--- src/rtl/cdb_arbiter.sv ---
// Common data bus arbiter: one result buffer per execution requester, at most one
// registered broadcast per cycle, ROB-head entry first, otherwise round-robin.
module cdb_arbiter #(
  parameter int CNT_W = 16
) (
  input  logic             clk,
  input  logic             rst_n,
  input  logic             flush,
  input  logic [3:0]       rob_head_idx,
  input  logic [3:0]       in_valid_flat,
  input  logic [15:0]      in_rob_idx_flat,
  input  logic [63:0]      in_value_flat,
  output logic [3:0]       buf_full_flat,
  output logic             cdb_valid,
  output logic [3:0]       cdb_rob_idx,
  output logic [15:0]      cdb_value,
  output logic [1:0]       cdb_src,
  output logic [CNT_W-1:0] conflict_cnt
);

  localparam int N = 4;

  logic [N-1:0]     r_buf_valid;
  logic [3:0]       r_buf_rob_idx [N];
  logic [15:0]      r_buf_value   [N];
  logic [1:0]       r_rr_ptr;
  logic             r_cdb_valid;
  logic [3:0]       r_cdb_rob_idx;
  logic [15:0]      r_cdb_value;
  logic [1:0]       r_cdb_src;
  logic [CNT_W-1:0] r_conflict_cnt;

  logic [N-1:0] w_head_hit;
  logic [N-1:0] w_grant;
  logic [N-1:0] w_buf_full;
  logic [N-1:0] w_accept;
  logic         w_grant_vld;
  logic [1:0]   w_grant_idx;
  logic         w_conflict;

  always_comb begin
    // NOTE: every combinational output gets a default first so no path can infer a latch.
    w_head_hit = '0;
    w_conflict = 1'b0;
    for (int i = 0; i < N; i++) begin
      w_head_hit[i] = r_buf_valid[i] && (r_buf_rob_idx[i] == rob_head_idx);
      for (int j = i + 1; j < N; j++)
        if (r_buf_valid[i] && r_buf_valid[j]) w_conflict = 1'b1;
    end
  end

  // Loops run from the far end so the nearest candidate is assigned last and wins.
  always_comb begin
    w_grant_idx = 2'd0;
    w_grant_vld = |r_buf_valid;
    if (|w_head_hit) begin
      for (int i = N - 1; i >= 0; i--)
        if (w_head_hit[i]) w_grant_idx = 2'(i);
    end else begin
      for (int k = N - 1; k >= 0; k--)
        if (r_buf_valid[r_rr_ptr + 2'(k)]) w_grant_idx = r_rr_ptr + 2'(k);
    end
    w_grant = w_grant_vld ? (4'b0001 << w_grant_idx) : 4'b0000;
  end

  assign w_buf_full = r_buf_valid & ~w_grant;
  assign w_accept   = in_valid_flat & ~w_buf_full & {N{~flush}};

  // NOTE: sequential state uses non-blocking assignments so every register samples pre-edge values.
  always_ff @(posedge clk or negedge rst_n) begin
    if (!rst_n) begin
      r_buf_valid    <= '0;
      r_rr_ptr       <= 2'd0;
      r_cdb_valid    <= 1'b0;
      r_cdb_rob_idx  <= 4'd0;
      r_cdb_value    <= 16'd0;
      r_cdb_src      <= 2'd0;
      r_conflict_cnt <= '0;
    end else begin
      if (w_conflict && !(&r_conflict_cnt))
        r_conflict_cnt <= r_conflict_cnt + CNT_W'(1);
      if (flush) begin
        r_buf_valid <= '0;
        r_cdb_valid <= 1'b0;
        r_rr_ptr    <= 2'd0;
      end else begin
        r_buf_valid <= (r_buf_valid & ~w_grant) | w_accept;
        r_cdb_valid <= w_grant_vld;
        if (w_grant_vld) begin
          r_cdb_rob_idx <= r_buf_rob_idx[w_grant_idx];
          r_cdb_value   <= r_buf_value[w_grant_idx];
          r_cdb_src     <= w_grant_idx;
          r_rr_ptr      <= w_grant_idx + 2'd1;
        end
      end
    end
  end

  // NOTE: payload storage has no reset; its contents are only ever read behind r_buf_valid.
  always_ff @(posedge clk) begin
    for (int i = 0; i < N; i++) begin
      if (w_accept[i]) begin
        r_buf_rob_idx[i] <= in_rob_idx_flat[4*i +: 4];
        r_buf_value[i]   <= in_value_flat[16*i +: 16];
      end
    end
  end

  assign buf_full_flat = w_buf_full;
  assign cdb_valid     = r_cdb_valid;
  assign cdb_rob_idx   = r_cdb_rob_idx;
  assign cdb_value     = r_cdb_value;
  assign cdb_src       = r_cdb_src;
  assign conflict_cnt  = r_conflict_cnt;

endmodule

--- config.mk ---
export PLATFORM = sky130hd
export DESIGN_NAME = cdb_arbiter
export DESIGN_NICKNAME = d
export VERILOG_FILES = /design/src/rtl/cdb_arbiter.sv
export SDC_FILE = /design/constraint.sdc
export NUM_CORES = 1
export LEC_CHECK = 0
export CAP_MARGIN = 20
export CORE_ASPECT_RATIO = 0.6
export CORE_MARGIN = 3
export CORE_UTILIZATION = 40
export CTS_BUF_LIST = sky130_fd_sc_hd__clkbuf_16
export DETAILED_ROUTE_END_ITERATION = 10
export GPL_ROUTABILITY_DRIVEN = 1
export PLACE_DENSITY = 0.67
export SKIP_LAST_GASP = 1
export SLEW_MARGIN = 15
export SYNTH_ARGS = -nofsm -noshare
export SYNTH_HDL_FRONTEND = slang
export SYNTH_SLANG_ARGS = --single-unit
--- constraint.sdc ---
create_clock -name clk -period 5.4 [get_ports clk]
set_input_delay 0.54 -clock clk [delete_from_list [all_inputs] [get_ports clk]]
set_output_delay 0.54 -clock clk [all_outputs]
set_load 0.1 [all_outputs]
After elaboration in Yosys (flattened, before gate mapping)
Memories as Yosys holds them, arrays and structs flattened. A register that Yosys moved wholly into a read port is not among the register bits.
Cells that the tools add are included.
Cells by class
  add/subtract/negate cells: 5
  multiplexer cells: 36
  shift-type cells: 1
  order comparisons: 4
  div/mod/pow operators: 0
  equality and inequality tests: 4
  bitwise operators: 7
  multiply operators: 0
  reduce and logical (&&, ||, !) cells: 19
Operators by type and width (number)
  2-bit 2-to-1 mux: 11
  1-bit 2-to-1 mux: 19
  16-bit by 1-bit adder with 16-bit output (second input constant): 1
  4-bit == test: 4
  16-bit AND reduction: 1
  4-bit AND: 3
  2-bit by 3-bit less-than comparator with 1-bit output (second input constant): 4
  1-bit logical AND: 11
  1-bit binary-select mux with 2-bit select: 4
  4-bit 2-to-1 mux: 2
  4-bit NOT: 2
  4-bit OR reduction: 2
  2-bit by 1-bit adder with 2-bit output (second input constant): 2
  2-bit adder (second input constant): 2
  4-bit bitwise OR: 1
  1-bit by 2-bit left shift with 4-bit output (first input constant): 1
  1-bit logical NOT: 3
  2-bit AND reduction: 1
  2-bit nonzero test: 1
  1-bit NOT: 1
Word-level totals
  memories: 2
  word-level logic and storage cells: 83
  ROM bits: 0
  input port bits: 91
  bits in writable memories: 80
  output and inout bits: 43
  latch bits: 0
  register bits after elaboration: 25
Memory list
  r_buf_value: depth 4, width 16, rd ports 1, clocked after memory_dff 1, wr ports 4, line 25  | logic [15:0] r_buf_value [N];
  r_buf_rob_idx: depth 4, width 4, rd ports 5, clocked after memory_dff 1, wr ports 4, line 24  | logic [3:0] r_buf_rob_idx [N];

Logic depth before layout (Yosys ltp)
Gate-level depths: netlist of the first run.
  depth after elaboration: 17
  depth in mapped cells: 13
  mapped depth without buffers: 10

Least setup slack after synthesis of the first run
Ideal clock, no wire load.
  path kind: input-to-reg
  start point: in rob_head_idx[3]
  end point: mem r_buf_rob_idx[2][0] (enable)
  buffers on the path: 3
  stages: 11
  slack: 749 ps
  arrival time: 4191 ps
  cell sequence: clkbuf_1 a22o_1 or4_4 nand2_1 o221a_1 buf_6 buf_12 inv_1 ha_1 nor2_1 nor3b_1
RTL lines
  from (decl): line 9  | input logic [3:0] rob_head_idx,
  to (decl): line 24

Final worst setup path of the first run
  start point: in rob_head_idx[1]
  end point: out buf_full_flat[1]
On the way
  cells in the longest elaborated chain, start to end: 11
  elaborated cells between the ends (all ways): 18
  classes of those cells: eq/ne (4); shift (1); mux (6); bitwise (2); reduce/logical (5)
Ends and longest elaborated chain
  4-bit == test: line 46  | w_head_hit[i] = r_buf_valid[i] && (r_buf_rob_idx[i] == rob_head_idx);
  1-bit logical AND: line 46
  2-bit 2-to-1 mux (4 in a row): line 58  | if (w_head_hit[i]) w_grant_idx = 2'(i);
  2-bit 2-to-1 mux (*): line 56  | if (|w_head_hit) begin
  1-bit by 2-bit left shift with 4-bit output (*): line 63  | w_grant = w_grant_vld ? (4'b0001 << w_grant_idx) : 4'b0000;
  4-bit 2-to-1 mux (*): line 63
  4-bit NOT (*): line 66  | assign w_buf_full = r_buf_valid & ~w_grant;
  4-bit AND (*): line 66
  to (decl): line 13  | output logic [3:0] buf_full_flat,
Every way passes the cells marked *; elsewhere a longest branch is shown, timed or not.

==> results of run 1 <==
==> worst max-delay path, delay by kind of cell <==
kind | cells | cell delay [ps]
AOI/OAI and AO/OA | 2 | 440
buffers and inverters | 4 | 1280
and+or+nand+nor | 3 | 660
adders and majority gates | 1 | 230
==> flip-flops by register name, summed over array words and instances (netlist names) <==
register	count
r_buf_value	64
cdb_value	16
r_buf_rob_idx	16
cdb_src	2
r_buf_valid	4
conflict_cnt	16
r_rr_ptr	2
cdb_valid	1
cdb_rob_idx	4
==> area by class of cell <==
| type | count | share of cell area [%] |
|---|---|---|
| Clock buffer | 17 | 5.78 |
| Clock inverter | 15 | 2.23 |
| Inverter | 8 | 0.408 |
| Multi-Input combinational cell | 202 | 22.0 |
| Sequential cell | 125 | 47.9 |
| Tap cell | 165 | 2.80 |
| Timing Repair Buffer | 141 | 18.9 |
==> cells in the mapped netlist (all sizes together), types with 2 or more instances <==
cell type   n
edfxtp     80
dfrtp      45
mux2i      42
nand2      31
o221ai     22
nor2       18
xnor2      17
xor2       10
nand3       9
buf         8
clkbuf      8
inv         8
a21oi       6
ha          5
nand4       5
and3        4
nor3        4
nor3b       4
nor2b       3
o21ai       3
maj3        2
mux2        2
o22ai       2
or3         2
==> power breakdown <==
group	switching [uW]	leakage, uW	internal [uW]
registers	93.6	0.00131	1150
clock network	438	0.000280	687
logic	925	0.00115	363
==> worst max path at each step <==
| stage | slack (ps) | startpoint | to |
|---|---|---|---|
| 3_5_place_dp | 1630 | rob_head_idx[1] | r_buf_value[3][5]$_DFFE_PP_ |
| 2_1_floorplan | 750 | rob_head_idx[3] | r_buf_rob_idx[2][0]$_DFFE_PP_ |
| 4_1_cts | 1700 | rob_head_idx[1] | buf_full_flat[1] |
| 6_report | 1700 | rob_head_idx[1] | buf_full_flat[1] |
| 3_3_place_gp | 1720 | rob_head_idx[1] | r_buf_value[3][4]$_DFFE_PP_ |
| 5_1_grt | 1500 | rob_head_idx[1] | buf_full_flat[3] |
==> cell families after synthesis <==
| kind of cell | after synthesis | synth area share (%) |
|---|---|---|
| buf+inv | 24 | 2.60 |
| compound gates | 40 | 7.86 |
| simple gates | 84 | 7.64 |
| fa+ha+maj | 7 | 1.58 |
| mux | 44 | 8.45 |
| xor+xnor | 27 | 4.51 |
| flops | 125 | 67.4 |
==> through the flow <==
step	util (%)	instances
after floorplan	-	351
after global placement	54.3	639
after detailed placement	54.4	640
after CTS	59.2	672
after global routing	59.3	673
final	59.3	673
==> layer usage <==
metal / vias to the layer above / wire [um] / track usage (%)
li1: 1605 / - / -
met1: 1730 / 6750 / 29.3
met2: 148 / 5640 / 25.5
met3: 9 / 1050 / 6.27
met4: 0 / 99 / 5.88
met5: - / 0 / 0
==> impl_results.md, run 1 <==
* Crit path required time at 4860 ps
* Initial antenna violation count at 0
* Max cap viols at 0
* R2R Path Start: r_buf_rob_idx[1][2]$_DFFE_PP_
* Most Frequent Cell on Critical Path: buf_4
* Post-layout nets at 591
* # setup viols final at 0
* Remaining global-route overflow at 0
* Most frequent cells in the layout: 128 x clkdlybuf4s50_1, 80 x edfxtp_1, 45 x dfrtp_1
* Power Dens Cells at 497 nW/um^2
* CP Max Fanout at 24
* 1st-pass router iterations at 5
* Post-CTS Hold Buffers at 0
* Core region area at roughly 12000 um^2
* CP max stage cell: clkdlybuf4s50_1
* Clk buf depth at 2
* Cell Rows at 31
* Detailed placement HPWL at ~9400 um
* Layout area overhead at 40.5%
* Full die area at 14600 um^2
* Final hold vios at 0
* Final Cycle Share at 68.5%
* Fmax at between 200 and 300 MHz
* Worst skew pair latency at 410 ps
* First-pass GRT wire length at between 20000 and 25000 um
* Setup bufs post-CTS at 0
* Share of post-route cells with drive strength above 1 at 14.6%
* Max Clock Skew at ~11 ps
* Reg2reg end: r_buf_value[3][10]$_DFFE_PP_
* Die Width at approximately 150 um
* Initial detailed-routing violation count at around 220
* Ranking of synthesized cells by area: edfxtp_1 46%, dfrtp_1 21%, mux2i_1 8.0%, o221ai_2 4.6%, xnor2_1 2.8%
* Hold Slack at roughly 150 ps
* DR vias/cell at 5.19
* Total Power at 3660 uW
* IO Pins at 134
* R2R Setup Slk at 2370 ps
* Slew margin rel. at 30.7%
* FF/Latch Area at 3530 um^2
* Final Instance Area at 7360 um^2
* Slew Limit Fails at 0
* N_diodes at 0
* Clock transition at path regs at 60 ps
* Multi-input logic area at 1620 um^2
* Dpl cell area at slightly below 7000 um^2
* Cts bufs inserted at 17
* Routed WL at 13500 um
* Peak VDD IR at 0.302 mV
* Root Driver: clkbuf_16
* Cell Area, Synth at 5240 um^2
* Post-synthesis cell count at 351
* Synthesized flop and latch total at between 100 and 150
* Status: finished clean
* Post-CTS sizing at 0
* Hold crit path type: primary input to asynchronous set/reset pin
* DRC at 0
* Distinct cells, synth at 40
* Setup TNS at 0 ps
* CTS tree: done
* Largest net degree at the start of global routing at 46
* Routed length per instance at 20.1 um
* H-tree level count at 4
* RSZ-0062 raised after global routing: no
* R2R depth at 10
* Mapped Avg Cell Area at approximately 15 um^2
* Starting Density at 42.2%
* Port-buffer cells at 133
* Main flop type after synthesis: edfxtp_1
* Clk sink count at 125
* CP endpoint kind: output port
* Final GP Congestion at slightly above 0.8
* Kind of critical path: primary input to output port
* Vias at 3492
* Post-synth top area cell: edfxtp_1
* Antenna viol nets, final at 0
* Fin crit period at 3700 ps
* Vias in the first global route at 3542
* Most common cell after layout, fill and taps aside: clkdlybuf4s50_1
* Yosys top cell area share at 45.9%
* Synthesis Warnings at 0
* Placement Setup Slack at 1630 ps
* Crit-path cells: clkdlybuf4s50_1, inv_2, a22o_1, or4_4, nand2_1, o221a_2, buf_4, ha_1, nor2b_1, buf_4
* Startpoint types: primary input
* GRT Overall Usage at 19.1%
* Worst slew pin tran at 1040 ps
* Leakage at 0.00274 uW
* Crit path DAT at 3160 ps
* Delay of the slowest cell on the worst path at a little under 600 ps
* Final WS setup at 1700 ps
* Post-synth EDFFs at 80
* Number of fillers in the final layout at 980
* Mapped Nets at approximately 450
* Sequential area share after synthesis at 67.4%
* Post-synth ARST share at 36.0%
* Die height at 94.6 um
Power figures use the tool's default switching activity.
==> inputs of run 2 (changes only) <==
--- a/config.mk
+++ b/config.mk
@@ -12,7 +12,7 @@
 export CTS_BUF_LIST = sky130_fd_sc_hd__clkbuf_16
 export DETAILED_ROUTE_END_ITERATION = 10
 export GPL_ROUTABILITY_DRIVEN = 1
-export PLACE_DENSITY = 0.67
+export PLACE_DENSITY = 0.7
 export SKIP_LAST_GASP = 1
 export SLEW_MARGIN = 15
 export SYNTH_ARGS = -nofsm -noshare
==> constraint.sdc (replaced) <==
create_clock -name clk -period 3.3 [get_ports clk]
set_input_delay 0.33 -clock clk [delete_from_list [all_inputs] [get_ports clk]]
set_output_delay 0.33 -clock clk [all_outputs]
set_load 0.1 [all_outputs]
==> run 2 against run 1 <==
  * Clock skew rose by 3.0 ps
  * Clock-buffer cell count unchanged
  * Clock power up 70%
  * Sequential power up 62%
  * Setup slack worse by 1600 ps
  * Critical endpoint is now buf_full_flat[3]
  * Largest power group unchanged
==> impl_results.md, run 2 (same netlist as run 1, synthesis figures left out) <==
* Number of fillers in the final layout at roughly 940
* Max cap viols at 0
* Detailed placement HPWL at between 9000 and 10000 um
* Hold Path Depth at 2
* Internal power at 3730 uW
* Most common cell after layout, fill and taps aside: clkdlybuf4s50_1
* Die Width at 154 um
* Max Clock Skew at 14.1 ps
* Post-CTS Hold Buffers at 0
* Die height at 94.6 um
* R2R Path Start: r_buf_valid[0]$_DFF_PN0_
* Power Dens Cells at 805 nW/um^2
* Psw at ~2400 uW
* Clock share of power at between 30 and 40%
* Slew Limit Fails at 0
* Routed length per instance at between 15 and 20 um
* Crit path DAT at 2870 ps
* Final Cycle Share at 97.1%
* Vias at 3464
* RSZ-0062 raised after global routing: no
* Final GP Congestion at 0.822
* Clk sink count at between 100 and 150
* Setup bufs post-CTS at 0
* Startpoint types: primary input
* CTS tree: done
* Routed WL at 13500 um
* GRT Overall Usage at 19.0%
* # setup viols final at 0
* Root Driver: clkbuf_16
* CP endpoint kind: output port
* Final hold vios at 0
* CP Max Fanout at 4
* Post-layout nets at 602
* Port-buffer cells at ~130
* DR vias/cell at 5.06
* Initial detailed-routing violation count at 162
* Slew margin rel. at 30.3%
* Cts bufs inserted at 17
* Status: finished clean
* Reg power frac at 33.2%
* IO Pins at 134
* Layout area overhead at 45.0%
* Full die area at 14600 um^2
* Fmax at 312 MHz
* Hold crit path type: flop to flop
* Max reg flops at 64
* Largest register by flop count: r_buf_value
* Share of post-route cells with drive strength above 1 at 17.1%
* Fin crit period at 3200 ps
* Antenna viol nets, final at 0
* Hold_sp: r_buf_value[1][1]$_DFFE_PP_
* R2R Setup Slk at 420 ps
* Crit path from: rob_head_idx[1]
* First-pass GRT wire length at 20600 um
* Cell Rows at 31
* Most frequent cells in the layout: 128 x clkdlybuf4s50_1, 80 x edfxtp_1, 45 x dfrtp_1
* Combinational fraction of design power at 35.8%
* Util after Layout at 61.2%
* Kind of critical path: primary input to output port
* DRC at 0
* H-tree level count at 4
* Largest net degree at the start of global routing at 46
* Core region area at 12400 um^2
* Starting Density at 42.2%
* Worst skew pair latency at 420 ps
* Post-CTS sizing at 0
* Worst slew pin tran at 1040 ps
* 1st-pass router iterations at 5
* Vias in the first global route at 3701
* Remaining global-route overflow at 0
* Peak VDD IR at between 0.4 and 0.5 mV
* Clk buf depth at 2
* Sw frac at 39.0%
* Initial antenna violation count at 0
* Clock transition at path regs at 50 ps
* Hold Slack at 460 ps
* Leakage at 0.00284 uW
* R2R depth at 9
* Crit path required time at 2970 ps
-- run 2: path summary, 6_finish.rpt --
check | to
max | buf_full_flat[3]
min | cdb_value[1]$_DFFE_PN0P_
max reg2reg | r_buf_rob_idx[2][3]$_DFFE_PP_
min reg2reg | cdb_value[1]$_DFFE_PN0P_
max in group asynchronous | cdb_value[7]$_DFFE_PN0P_
min in group asynchronous | cdb_value[0]$_DFFE_PN0P_
-- run 2: area by class of cell --
type	instances	area [um^2]	share of cell area, %
Tap cell	165	206	2.72
Antenna cell	1	2.50	0.0329
Clock buffer	17	425	5.60
Sequential cell	125	3530	46.4
Timing Repair Buffer	152	1560	20.5
Clock inverter	15	185	2.44
Multi-Input combinational cell	202	1660	21.9
Inverter	8	30.0	0.395
-- run 2: per-layer routing --
metal,global-route usage [%],routed length (um)
met3,6.32,1200
met2,27.9,5800
met1,27.2,6380
met5,0,0
met4,5.29,82
-- run 2: power groups by stage --
stage                     Clock (uW)  Combinational [uW]  Sequential (uW)
after detailed placement           0                2190             2060
after floorplan                    0                 586             3020
after CTS                       1940                2200             2030
final                           1900                2190             2030
after global routing            2000                2270             2060
after global placement             0                2160             2050
-- run 2: stage by stage --
stage | TNS [ps] | worst slack [ps] | total power (uW) | area (um^2) | cells
4_1_cts | 0 | 103 | 6170 | 7570 | 682
3_3_place_gp | -0.377 | -0.172 | 4210 | 6960 | 650
3_5_place_dp | -3140 | -160 | 4250 | 6960 | 650
2_1_floorplan | 0 | 117 | 3610 | 5290 | 351
5_1_grt | 0 | 17.8 | 6330 | 7600 | 684
6_report | 0 | 96.0 | 6120 | 7600 | 685
-- run 2: critical path, stage by stage --
cell and delay, ps:
clkdlybuf4s50_1 610, inv_2 60, a22o_1 260, or4_4 510, and3_2 250, buf_4 150
ha_1 200, nor2b_2 180, buf_4 160, buf_12 160
==> inputs of run 3 (changes only) <==
--- a/config.mk
+++ b/config.mk
@@ -12,7 +12,7 @@
 export CTS_BUF_LIST = sky130_fd_sc_hd__clkbuf_16
 export DETAILED_ROUTE_END_ITERATION = 10
 export GPL_ROUTABILITY_DRIVEN = 1
-export PLACE_DENSITY = 0.7
+export PLACE_DENSITY = 0.71
 export SKIP_LAST_GASP = 1
 export SLEW_MARGIN = 15
 export SYNTH_ARGS = -nofsm -noshare
==> run 3 against run 2 <==
  * Non-clock buffer count unchanged
  * Die area did not move
  * Hold slack lost 0.60 ps
  * Clock skew shrank 5.5 ps
  * Global-route usage is 1.2 points higher
==> impl_results.md, run 3 (same netlist as run 1, synthesis figures left out) <==
* Status: finished clean
* Routed WL at 14100 um
* Largest net degree at the start of global routing at 46
* CTS tree: done
* Max Clock Skew at 8.62 ps
* Startpoint types: primary input
* Die Width at ~150 um
* Fmax at 317 MHz
* Worst slew pin tran at 1050 ps
* Clk sink count at 125
* Reg2reg end: cdb_rob_idx[3]$_DFFE_PN0P_
* Leakage at 0.00283 uW
* Cell Rows at 31
* Multi-input logic area at 1660 um^2
* Kind of critical path: primary input to output port
* Delay of the slowest cell on the worst path at 580 ps
* Clock transition at path regs at 50 ps
* 1st-pass router iterations at 5
* First-pass GRT wire length at 21600 um
* Worst skew pair latency at 410 ps
* FF/Latch Area at 3530 um^2
* R2R Setup Slk at 260 ps
* Fin crit period at 3160 ps
* CP endpoint kind: output port
* Max cap viols at 0
* Root Driver: clkbuf_16
* Hold crit path type: flop to flop
* Detailed placement HPWL at 9810 um
* Routed length per instance at 20.6 um
* GRT Overall Usage at 20.2%
* Hold Slack at 459 ps
* Most Frequent Cell on Critical Path: buf_4
* Most common cell after layout, fill and taps aside: clkdlybuf4s50_1
* Final hold vios at 0
* Vias in the first global route at ~3.7k
* Full die area at 14600 um^2
* H-tree level count at 4
* DR vias/cell at 5.19
* Crit path required time at approximately 3000 ps
* CP Max Fanout at 4
* CP max stage cell: clkdlybuf4s50_1
* Largest register by flop count: r_buf_value
* Power Dens Cells at 802 nW/um^2
* Number of fillers in the final layout at approximately 940
* Clk buf depth at 2
* IO Pins at 134
* Antenna viol nets, final at 0
* Starting Density at roughly 42%
* Slew Limit Fails at 0
* Share of post-route cells with drive strength above 1 at approximately 17%
* Max reg flops at 64
* Util after Layout at 61.0%
* Post-CTS Hold Buffers at 0
* Vias at 3551
* Die height at 94.6 um
* Post-layout nets at 602
* Slew margin rel. at 29.8%
* Cts bufs inserted at 17
* Core region area at 12400 um^2
* Crit path DAT at ~2800 ps
* Post-CTS sizing at 0
* Initial antenna violation count at 1
* CP endpoint: buf_full_flat[3]
* Most frequent cells in the layout: 128 x clkdlybuf4s50_1, 80 x edfxtp_1, 45 x dfrtp_1
* N_diodes at 0
* DRC at 0
* R2R Path Start: r_buf_valid[3]$_DFF_PN0_
* Final GP Congestion at 0.845
* Initial detailed-routing violation count at ~250
* Setup bufs post-CTS at 0
* Remaining global-route overflow at 0
* Crit path from: rob_head_idx[2]
* # setup viols final at 0
* RSZ-0062 raised after global routing: no
* Crit-path cells: clkdlybuf4s50_1, xnor2_1, nand3_1, or4_4, buf_4, and3_2, buf_4, ha_1, nor2b_2, buf_12
* Port-buffer cells at 133
* R2R depth at 7
* Final Cycle Share at 95.6%
* Layout area overhead at 44.5%
* Peak VDD IR at 0.467 mV
## run 3: layout make-up
| cell class | instances | share of cell area, % |
|---|---|---|
| clock buffers | 17 | 5.62 |
| flip-flops and latches | 125 | 46.6 |
| inverters | 8 | 0.397 |
| repair buffers | 152 | 20.6 |
| well taps | 165 | 2.73 |
| multi-input cells | 202 | 22.0 |
| clock inverters | 15 | 2.10 |
## run 3: how the worst min path moves through the flow
stage,startpoint,end,slack [ps],depth (start not counted)
5_1_grt,in_value_flat[6],r_buf_value[0][6]$_DFFE_PP_,450,1
2_1_floorplan,rst_n,cdb_rob_idx[0]$_DFFE_PN0P_,30,0
6_report,r_buf_value[1][12]$_DFFE_PP_,cdb_value[12]$_DFFE_PN0P_,460,2
3_3_place_gp,r_buf_value[1][11]$_DFFE_PP_,cdb_value[11]$_DFFE_PN0P_,440,2
4_1_cts,rst_n,cdb_value[0]$_DFFE_PN0P_,170,1
3_5_place_dp,r_buf_value[1][12]$_DFFE_PP_,cdb_value[12]$_DFFE_PN0P_,440,2
## run 3: stage by stage
step	worst slack [ps]	cell area (um^2)	TNS, ps	std cells	total power, uW
2_1_floorplan	117	5290	0	351	3610
3_3_place_gp	-34.7	6960	-1480	650	4220
3_5_place_dp	-151	6960	-6930	650	4250
4_1_cts	134	7540	0	682	6110
5_1_grt	1.64	7570	0	684	6290
6_report	145	7570	0	684	6070
## run 3: power breakdown
group	switching (uW)	internal, uW
Combinational	1540	647
Clock	721	1120
Sequential	157	1880
## run 3: critical path: cells and delay by family
kind | cells | cell delay (ps)
buf+inv | 4 | 1090
xor+xnor | 1 | 170
simple gates | 4 | 1040
fa+ha+maj | 1 | 200
## run 3: layer usage
metal / track usage (%) / routed length, um / vias up
met1: 29.8 / 6750 / 1737
li1: - / - / 1631
met3: 7.10 / 1310 / 12
met2: 28.4 / 5940 / 169
met5: 0 / 14 / -
met4: 5.36 / 107 / 2
